<file path="src/rtl/axi_lite_cmd_master_pkg.sv">
// Shared types and constants for the AXI4-Lite command master.
package axil_cmd_pkg;

  localparam int CMD_ADDR_W = 32;
  localparam int CMD_DATA_W = 32;
  localparam int CMD_STRB_W = CMD_DATA_W / 8;

  localparam logic [1:0] RESP_OKAY   = 2'b00;
  localparam logic [1:0] RESP_EXOKAY = 2'b01;
  localparam logic [1:0] RESP_SLVERR = 2'b10;
  localparam logic [1:0] RESP_DECERR = 2'b11;

  typedef enum logic [2:0] {
    IDLE,
    WR_AW_W,
    WR_B,
    RD_AR,
    RD_R,
    RSP
  } state_t;

  typedef struct packed {
    logic                  write;
    logic [CMD_ADDR_W-1:0] addr;
    logic [CMD_DATA_W-1:0] wdata;
    logic [CMD_STRB_W-1:0] wstrb;
  } cmd_t;

endpackage

</file>
<file path="src/rtl/axi_lite_cmd_master_if.sv">
// AXI4-Lite bus bundle between the command master and a register-file slave.
interface axi_lite_cmd_master_if #(
  parameter int ADDR_WIDTH = 32,
  parameter int DATA_WIDTH = 32
);

  logic [ADDR_WIDTH-1:0]   AWADDR;
  logic [2:0]              AWPROT;
  logic                    AWVALID;
  logic                    AWREADY;
  logic [DATA_WIDTH-1:0]   WDATA;
  logic [DATA_WIDTH/8-1:0] WSTRB;
  logic                    WVALID;
  logic                    WREADY;
  logic [1:0]              BRESP;
  logic                    BVALID;
  logic                    BREADY;
  logic [ADDR_WIDTH-1:0]   ARADDR;
  logic [2:0]              ARPROT;
  logic                    ARVALID;
  logic                    ARREADY;
  logic [DATA_WIDTH-1:0]   RDATA;
  logic [1:0]              RRESP;
  logic                    RVALID;
  logic                    RREADY;

  modport master (
    output AWADDR, AWPROT, AWVALID, WDATA, WSTRB, WVALID, BREADY,
    output ARADDR, ARPROT, ARVALID, RREADY,
    input  AWREADY, WREADY, BRESP, BVALID, ARREADY, RDATA, RRESP, RVALID
  );

  modport slave (
    input  AWADDR, AWPROT, AWVALID, WDATA, WSTRB, WVALID, BREADY,
    input  ARADDR, ARPROT, ARVALID, RREADY,
    output AWREADY, WREADY, BRESP, BVALID, ARREADY, RDATA, RRESP, RVALID
  );

endinterface

</file>
<file path="src/rtl/axi_lite_cmd_master.sv">
// Single-outstanding AXI4-Lite master: turns one {write, addr, wdata, wstrb}
// command at a time into a bus transaction and returns {rdata, resp}.
module axi_lite_cmd_master
  import axil_cmd_pkg::*;
#(
  parameter int C_M_AXI_ADDR_WIDTH = 32,
  parameter int C_M_AXI_DATA_WIDTH = 32
) (
  input  logic                            ACLK,
  input  logic                            ARESETN,
  input  logic                            cmd_valid,
  output logic                            cmd_ready,
  input  logic                            cmd_write,
  input  logic [C_M_AXI_ADDR_WIDTH-1:0]   cmd_addr,
  input  logic [C_M_AXI_DATA_WIDTH-1:0]   cmd_wdata,
  input  logic [C_M_AXI_DATA_WIDTH/8-1:0] cmd_wstrb,
  output logic                            rsp_valid,
  input  logic                            rsp_ready,
  output logic [C_M_AXI_DATA_WIDTH-1:0]   rsp_rdata,
  output logic [1:0]                      rsp_resp,
  axi_lite_cmd_master_if.master           M_AXI
);

  state_t                          state;
  state_t                          next_state;
  cmd_t                            cmd_q;
  logic                            aw_done;
  logic                            w_done;
  logic [C_M_AXI_DATA_WIDTH-1:0]   rdata_q;
  logic [1:0]                      resp_q;
  logic                            cmd_ready_q;

  logic                            aw_valid;
  logic                            w_valid;
  logic                            cmd_hs;
  logic                            aw_hs;
  logic                            w_hs;
  logic                            misaligned;

  assign cmd_hs     = cmd_valid && cmd_ready_q;
  assign misaligned = (cmd_addr[1:0] != 2'b00);

  // AW and W each retire on their own handshake, in any order.
  assign aw_valid = (state == WR_AW_W) && !aw_done;
  assign w_valid  = (state == WR_AW_W) && !w_done;
  assign aw_hs    = aw_valid && M_AXI.AWREADY;
  assign w_hs     = w_valid && M_AXI.WREADY;

  always_comb begin
    next_state = state;
    case (state)
      IDLE: begin
        if (cmd_hs) begin
          if (misaligned)     next_state = RSP;
          else if (cmd_write) next_state = WR_AW_W;
          else                next_state = RD_AR;
        end
      end
      WR_AW_W: begin
        if ((aw_done || aw_hs) && (w_done || w_hs)) next_state = WR_B;
      end
      WR_B: begin
        if (M_AXI.BVALID) next_state = RSP;
      end
      RD_AR: begin
        if (M_AXI.ARREADY) next_state = RD_R;
      end
      RD_R: begin
        if (M_AXI.RVALID) next_state = RSP;
      end
      RSP: begin
        if (rsp_ready) next_state = IDLE;
      end
      default: next_state = IDLE;
    endcase
  end

  // cmd_ready is registered so it stays low throughout reset and never
  // depends combinationally on any input.
  always_ff @(posedge ACLK) begin
    if (!ARESETN) begin
      state       <= IDLE;
      cmd_q       <= '0;
      aw_done     <= 1'b0;
      w_done      <= 1'b0;
      rdata_q     <= '0;
      resp_q      <= RESP_OKAY;
      cmd_ready_q <= 1'b0;
    end else begin
      state       <= next_state;
      cmd_ready_q <= (next_state == IDLE);
      case (state)
        IDLE: begin
          if (cmd_hs) begin
            cmd_q.write <= cmd_write;
            cmd_q.addr  <= cmd_addr;
            cmd_q.wdata <= cmd_wdata;
            cmd_q.wstrb <= cmd_wstrb;
            aw_done     <= 1'b0;
            w_done      <= 1'b0;
            rdata_q     <= '0;
            resp_q      <= misaligned ? RESP_SLVERR : RESP_OKAY;
          end
        end
        WR_AW_W: begin
          if (aw_hs) aw_done <= 1'b1;
          if (w_hs)  w_done  <= 1'b1;
        end
        WR_B: begin
          if (M_AXI.BVALID) resp_q <= M_AXI.BRESP;
        end
        RD_R: begin
          if (M_AXI.RVALID) begin
            rdata_q <= M_AXI.RDATA;
            resp_q  <= M_AXI.RRESP;
          end
        end
        default: ;
      endcase
    end
  end

  assign cmd_ready = cmd_ready_q;
  assign rsp_valid = (state == RSP);
  assign rsp_rdata = cmd_q.write ? '0 : rdata_q;
  assign rsp_resp  = resp_q;

  assign M_AXI.AWADDR  = cmd_q.addr;
  assign M_AXI.AWPROT  = 3'b000;
  assign M_AXI.AWVALID = aw_valid;
  assign M_AXI.WDATA   = cmd_q.wdata;
  assign M_AXI.WSTRB   = cmd_q.wstrb;
  assign M_AXI.WVALID  = w_valid;
  assign M_AXI.BREADY  = (state == WR_B);
  assign M_AXI.ARADDR  = cmd_q.addr;
  assign M_AXI.ARPROT  = 3'b000;
  assign M_AXI.ARVALID = (state == RD_AR);
  assign M_AXI.RREADY  = (state == RD_R);

endmodule

</file>
<file path="src/flat_wrapper.sv">
// flat-port wrapper written by rule: the top's interface ports become plain ports
module axi_lite_cmd_master_flat import axil_cmd_pkg::*;
#(
  parameter int C_M_AXI_ADDR_WIDTH = 32,
  parameter int C_M_AXI_DATA_WIDTH = 32
)
  (ACLK, ARESETN, cmd_valid, cmd_ready, cmd_write, cmd_addr, cmd_wdata, cmd_wstrb, rsp_valid, rsp_ready, rsp_rdata, rsp_resp, M_AXI_AWADDR, M_AXI_AWPROT, M_AXI_AWVALID, M_AXI_WDATA, M_AXI_WSTRB, M_AXI_WVALID, M_AXI_BREADY, M_AXI_ARADDR, M_AXI_ARPROT, M_AXI_ARVALID, M_AXI_RREADY, M_AXI_AWREADY, M_AXI_WREADY, M_AXI_BRESP, M_AXI_BVALID, M_AXI_ARREADY, M_AXI_RDATA, M_AXI_RRESP, M_AXI_RVALID);
  axi_lite_cmd_master_if #(.ADDR_WIDTH(32), .DATA_WIDTH(32)) M_AXI_i ();
  input  logic ACLK;
  input  logic ARESETN;
  input  logic cmd_valid;
  output logic cmd_ready;
  input  logic cmd_write;
  input  logic [C_M_AXI_ADDR_WIDTH-1:0] cmd_addr;
  input  logic [C_M_AXI_DATA_WIDTH-1:0] cmd_wdata;
  input  logic [C_M_AXI_DATA_WIDTH/8-1:0] cmd_wstrb;
  output logic rsp_valid;
  input  logic rsp_ready;
  output logic [C_M_AXI_DATA_WIDTH-1:0] rsp_rdata;
  output logic [1:0] rsp_resp;
  output wire logic [$bits(M_AXI_i.AWADDR)-1:0] M_AXI_AWADDR;
  output wire logic [$bits(M_AXI_i.AWPROT)-1:0] M_AXI_AWPROT;
  output wire logic [$bits(M_AXI_i.AWVALID)-1:0] M_AXI_AWVALID;
  output wire logic [$bits(M_AXI_i.WDATA)-1:0] M_AXI_WDATA;
  output wire logic [$bits(M_AXI_i.WSTRB)-1:0] M_AXI_WSTRB;
  output wire logic [$bits(M_AXI_i.WVALID)-1:0] M_AXI_WVALID;
  output wire logic [$bits(M_AXI_i.BREADY)-1:0] M_AXI_BREADY;
  output wire logic [$bits(M_AXI_i.ARADDR)-1:0] M_AXI_ARADDR;
  output wire logic [$bits(M_AXI_i.ARPROT)-1:0] M_AXI_ARPROT;
  output wire logic [$bits(M_AXI_i.ARVALID)-1:0] M_AXI_ARVALID;
  output wire logic [$bits(M_AXI_i.RREADY)-1:0] M_AXI_RREADY;
  input wire logic [$bits(M_AXI_i.AWREADY)-1:0] M_AXI_AWREADY;
  input wire logic [$bits(M_AXI_i.WREADY)-1:0] M_AXI_WREADY;
  input wire logic [$bits(M_AXI_i.BRESP)-1:0] M_AXI_BRESP;
  input wire logic [$bits(M_AXI_i.BVALID)-1:0] M_AXI_BVALID;
  input wire logic [$bits(M_AXI_i.ARREADY)-1:0] M_AXI_ARREADY;
  input wire logic [$bits(M_AXI_i.RDATA)-1:0] M_AXI_RDATA;
  input wire logic [$bits(M_AXI_i.RRESP)-1:0] M_AXI_RRESP;
  input wire logic [$bits(M_AXI_i.RVALID)-1:0] M_AXI_RVALID;
  assign M_AXI_AWADDR = M_AXI_i.AWADDR;
  assign M_AXI_AWPROT = M_AXI_i.AWPROT;
  assign M_AXI_AWVALID = M_AXI_i.AWVALID;
  assign M_AXI_WDATA = M_AXI_i.WDATA;
  assign M_AXI_WSTRB = M_AXI_i.WSTRB;
  assign M_AXI_WVALID = M_AXI_i.WVALID;
  assign M_AXI_BREADY = M_AXI_i.BREADY;
  assign M_AXI_ARADDR = M_AXI_i.ARADDR;
  assign M_AXI_ARPROT = M_AXI_i.ARPROT;
  assign M_AXI_ARVALID = M_AXI_i.ARVALID;
  assign M_AXI_RREADY = M_AXI_i.RREADY;
  assign M_AXI_i.AWREADY = M_AXI_AWREADY;
  assign M_AXI_i.WREADY = M_AXI_WREADY;
  assign M_AXI_i.BRESP = M_AXI_BRESP;
  assign M_AXI_i.BVALID = M_AXI_BVALID;
  assign M_AXI_i.ARREADY = M_AXI_ARREADY;
  assign M_AXI_i.RDATA = M_AXI_RDATA;
  assign M_AXI_i.RRESP = M_AXI_RRESP;
  assign M_AXI_i.RVALID = M_AXI_RVALID;
  axi_lite_cmd_master #(.C_M_AXI_ADDR_WIDTH(C_M_AXI_ADDR_WIDTH), .C_M_AXI_DATA_WIDTH(C_M_AXI_DATA_WIDTH)) u_core (.ACLK(ACLK), .ARESETN(ARESETN), .cmd_valid(cmd_valid), .cmd_ready(cmd_ready), .cmd_write(cmd_write), .cmd_addr(cmd_addr), .cmd_wdata(cmd_wdata), .cmd_wstrb(cmd_wstrb), .rsp_valid(rsp_valid), .rsp_ready(rsp_ready), .rsp_rdata(rsp_rdata), .rsp_resp(rsp_resp), .M_AXI(M_AXI_i));
endmodule
</file>
<file path="config.mk">
export PLATFORM = sky130hd
export DESIGN_NAME = axi_lite_cmd_master_flat
export DESIGN_NICKNAME = d
export VERILOG_FILES = /design/src/rtl/axi_lite_cmd_master_pkg.sv /design/src/rtl/axi_lite_cmd_master_if.sv /design/src/rtl/axi_lite_cmd_master.sv /design/src/flat_wrapper.sv
export SDC_FILE = /design/constraint.sdc
export NUM_CORES = 1
export LEC_CHECK = 0
export ABC_AREA = 1
export BUFFER_PORTS_ARGS = -buffer_cell sky130_fd_sc_hd__buf_2
export CAP_MARGIN = 20
export CORE_MARGIN = 2
export CORE_UTILIZATION = 42
export CTS_CLUSTER_DIAMETER = 80
export CTS_CLUSTER_SIZE = 24
export DETAILED_ROUTE_END_ITERATION = 10
export HOLD_SLACK_MARGIN = 0.12
export PLACE_DENSITY = 0.82
export SLEW_MARGIN = 15
export SYNTH_ARGS = -nofsm -noshare
export SYNTH_HDL_FRONTEND = slang
export SYNTH_SLANG_ARGS = --single-unit
</file>
<file path="constraint.sdc">
create_clock -name ACLK -period 2.1 [get_ports ACLK]
set_clock_uncertainty 0.15 [all_clocks]
set_input_delay 0.525 -clock ACLK [delete_from_list [all_inputs] [get_ports ACLK]]
set_output_delay 0.525 -clock ACLK [all_outputs]
set_load 0.02 [all_outputs]
</file>
==> flow_summary.json <==
{
  "status": "complete, no violations",
  "synthToLayoutAreaGrowth_pct": 18.5,
  "synth_top_cells_by_area": "dfxtp_1 (43%), buf_4 (17%), nand2_1 (13%), a21oi_1 (10%), nor2_1 (5.1%)",
  "worst_setup_path_endpoint": "rsp_rdata[11]",
  "clock_tree.root_cell": "clkbuf_16",
  "synth_async_sr_flop_share": 0,
  "timing.final.crit_period_ns": 1.96,
  "synth_top_area_frac": 0.426,
  "comb_power_share": 0.371,
  "setup_repair_after_global_routing_missed_its_margin": "false",
  "via_count_of_the_first_global_routing_pass": 4081,
  "antenna_cell_count": 0,
  "grt_antenna_before_repair": 0,
  "max_cap_violations": 0,
  "core_region_area_sq_um": 12000,
  "htree_num_levels": 3,
  "start_util": 0.428,
  "grtUsageTotal": 0.189,
  "grt-ovfl-total": 0,
  "detail_route.drc_violations": 0,
  "timing.critical_path.fanout_max": 33,
  "critPathRequiredTime_ns": 1.42,
  "main_flop_type_after_synthesis": "dfxtp_1",
  "ff2ff_path_depth": 8,
  "dpl_cell_area_sq_um": 5760,
  "timing.hold.ws_ns": 0.254,
  "dr_total_vias": 4619,
  "ff_latch_count_synth": 109,
  "synth_enable_flop_cells": 0,
  "maximum_vdd_ir_drop_uv": 625,
  "critPathMaxStageDelay_ns": 0.33,
  "r2r_slack_ns": 0.45,
  "power.share.switching": 0.390,
  "clockPowerShare": 0.247,
  "fp.dieH_microns": 114,
  "share_seq_of_total_power": 0.382,
  "path_depth": 3,
  "die_outline_area_sq_um": 13100,
  "cts.sink_count": 109,
  "crit_path_end_kind": "output port",
  "cellPowerDensity_nw_per_um2": 1150,
  "placement_rows": 40,
  "fillerInstances": 1180,
  "slew_violations": 0,
  "p_sw_mw": 2.72,
  "synthesis.yosys.warnings": 0,
  "design.final.nets": 962,
  "synth_most_common_cell": "nand2_1",
  "postLayoutCoreUtil": 0.508,
  "cts.clk_slew.worst_paths_ns": 0.07,
  "antenna_left": 0,
  "netlist_top_cells_count": "nand2_1 (178), buf_4 (113), dfxtp_1 (109)",
  "cp_top_family": "buffers and inverters",
  "cp_slowest_cell": "buf_4",
  "synth_cell_type_count": 23,
  "synth_sequential_area_ratio": 0.426,
  "post-route-cell-area_sq_um": 6070,
  "top_level_ports": 261,
  "fin_tns_setup_ns": 0,
  "detail_route.wirelength_microns": 12800,
  "critical_path_start_end_classification": "reg -> out",
  "startpoint_of_the_tightest_hold_check_path": "M_AXI_RDATA[6]",
  "critical_path_arrival_ns": 1.29,
  "postCtsHoldBufs": 0,
  "reg2reg_from": "u_core.state[0]$_SDFF_PN0_",
  "grt_pass1_wl_microns": 19600,
  "drt-pass1-iter-count": 5,
  "route.detailed.wl_per_inst_microns": 12.8,
  "final.period_utilization": 0.936,
  "dp.final_hpwl_microns": 9430,
  "tritoncts": "built",
  "synth_top_area_cell": "dfxtp_1",
  "worstSetupStartpoint": "u_core.cmd_q[68]$_SDFFE_PN0P_",
  "worstReg2RegEnd": "u_core.rdata_q[5]$_SDFFE_PN0P_",
  "netlist_instances": 710,
  "ctsLongestPathBuffers": 2,
  "layout-drive-gt1-share": 0.347,
  "die_w_microns": 114,
  "report.final.setup_viol": 0,
  "cell_internal_power_dissipation_mw": 4.25,
  "cp_cell_sequence": "buf_4, nor2_1, buf_2",
  "globalplace.congestion": 0.890,
  "clk_latency_ns": 0.34,
  "maximum_number_of_pins_on_one_net_before_global_route_repair": 55,
  "cts_made_buffers": 9,
  "timing_hold_violations_final": 0,
  "synthesis.area_sq_um": 5120,
  "synth.avg_cell_area_sq_um": 7.22,
  "timing.critical_path.from_type": "flip-flop",
  "vias_per_cell": 4.62,
  "fmaxAchievable_mhz": 509,
  "cp_num_buf_inv": 2,
  "initialDrtViolationCount": 309,
  "power.leakage_nw": 3.07,
  "timing.hold.worst.class": "in -> reg",
  "place.port_buffers": 254
}
## what timing repair did
item	CTS	global route
buffers inserted	0	0
resized for setup	0	3
endpoints found under the setup margin	0	3
## power by group through the flow
stage               sequential, mW  clock [mW]  combinational (mW)
floorplan                     2.68           0                2.11
global placement              2.68           0                2.58
detailed placement            2.70           0                2.60
CTS                           2.65        1.78                2.61
global route                  2.71        1.87                2.86
finish                        2.66        1.72                2.58
## worst min path at each step
stage | slack [ns] | cells after the start | end
2_1_floorplan | 0.29 | 2 | u_core.rdata_q[23]$_SDFFE_PN0P_
3_3_place_gp | 0.30 | 2 | u_core.M_AXI.WDATA[8]$_SDFFE_PN0P_
3_5_place_dp | 0.30 | 2 | u_core.M_AXI.WDATA[1]$_SDFFE_PN0P_
4_1_cts | 0.24 | 3 | u_core.rdata_q[6]$_SDFFE_PN0P_
5_1_grt | 0.24 | 3 | u_core.rdata_q[6]$_SDFFE_PN0P_
6_report | 0.25 | 3 | u_core.rdata_q[6]$_SDFFE_PN0P_
## sequential cells by signal, summed over array words and instances, names as in the netlist
register,count
u_core.M_AXI.ARADDR,32
u_core.M_AXI.WDATA,32
u_core.rdata_q,32
u_core.M_AXI.WSTRB,4
u_core.state,3
u_core.rsp_resp,2
u_core.aw_done,1
u_core.cmd_q,1
u_core.cmd_ready,1
u_core.w_done,1
## cell families after synthesis
| kind of cell | after synthesis | share of synthesized area |
|---|---|---|
| AND/OR/NAND/NOR | 275 | 0.215 |
| flip-flops | 109 | 0.426 |
| AO/OA/AOI/OAI | 128 | 0.126 |
| other | 1 | 0.000732 |
| buffers and inverters | 197 | 0.232 |
## metal layers
metal	routed length [microns]	up-vias	GRT usage
li1	-	2378	-
met1	5130	2023	0.215
met2	6300	201	0.328
met3	1150	17	0.0678
met4	210	0	0.0602
met5	0	-	0
## tightest hold or removal path, cell delays in order
cell and delay, ns:
buf_2 0.07, a21oi_1 0.05, nor2_1 0.07
## placed cells by master, fill, tap and decap left out
| cell type | netlist | routed |
|---|---|---|
| a21oi_1 | 105 | 105 |
| a31oi_1 | 1 | 1 |
| buf_12 | 0 | 5 |
| buf_2 | 13 | 254 |
| buf_4 | 113 | 7 |
| bufinv_16 | 0 | 1 |
| clkbuf_16 | 0 | 9 |
| clkinv_4 | 0 | 1 |
| clkinvlp_4 | 0 | 2 |
| conb_1 | 1 | 6 |
| dfxtp_1 | 109 | 106 |
| dfxtp_2 | 0 | 3 |
| inv_1 | 50 | 49 |
| inv_2 | 2 | 3 |
| inv_4 | 1 | 1 |
| inv_6 | 0 | 3 |
| nand2_1 | 178 | 178 |
| nand2_2 | 2 | 2 |
| nand2_4 | 2 | 2 |
| nand3_1 | 18 | 18 |
| nand3_2 | 1 | 1 |
| nand4_1 | 2 | 2 |
| nor2_1 | 70 | 70 |
| nor2_4 | 2 | 2 |
| o211ai_1 | 1 | 1 |
| o21ai_0 | 18 | 18 |
| o21ai_1 | 2 | 2 |
| o221ai_1 | 1 | 1 |
## cell type report
type	count	area, sq um	area share
clock buffer	9	225	0.0371
sequential	109	2190	0.360
clock inverter	7	80.1	0.0132
inverter	53	201	0.0332
multi-input combinational	409	1770	0.292
tap	147	184	0.0303
timing repair buffer	266	1420	0.234
## through the flow
| stage | cells | power, mW | worst slack, ns |
|---|---|---|---|
| final | 1000 | 6.97 | 0.135 |
| after floorplan | 715 | 4.79 | 0.356 |
| after global routing | 1000 | 7.44 | 0.0243 |
| after CTS | 1000 | 7.04 | 0.0509 |
| after detailed placement | 984 | 5.30 | 0.238 |
| after global placement | 984 | 5.27 | 0.258 |
No activity file was read; power rests on OpenSTA's default activity.
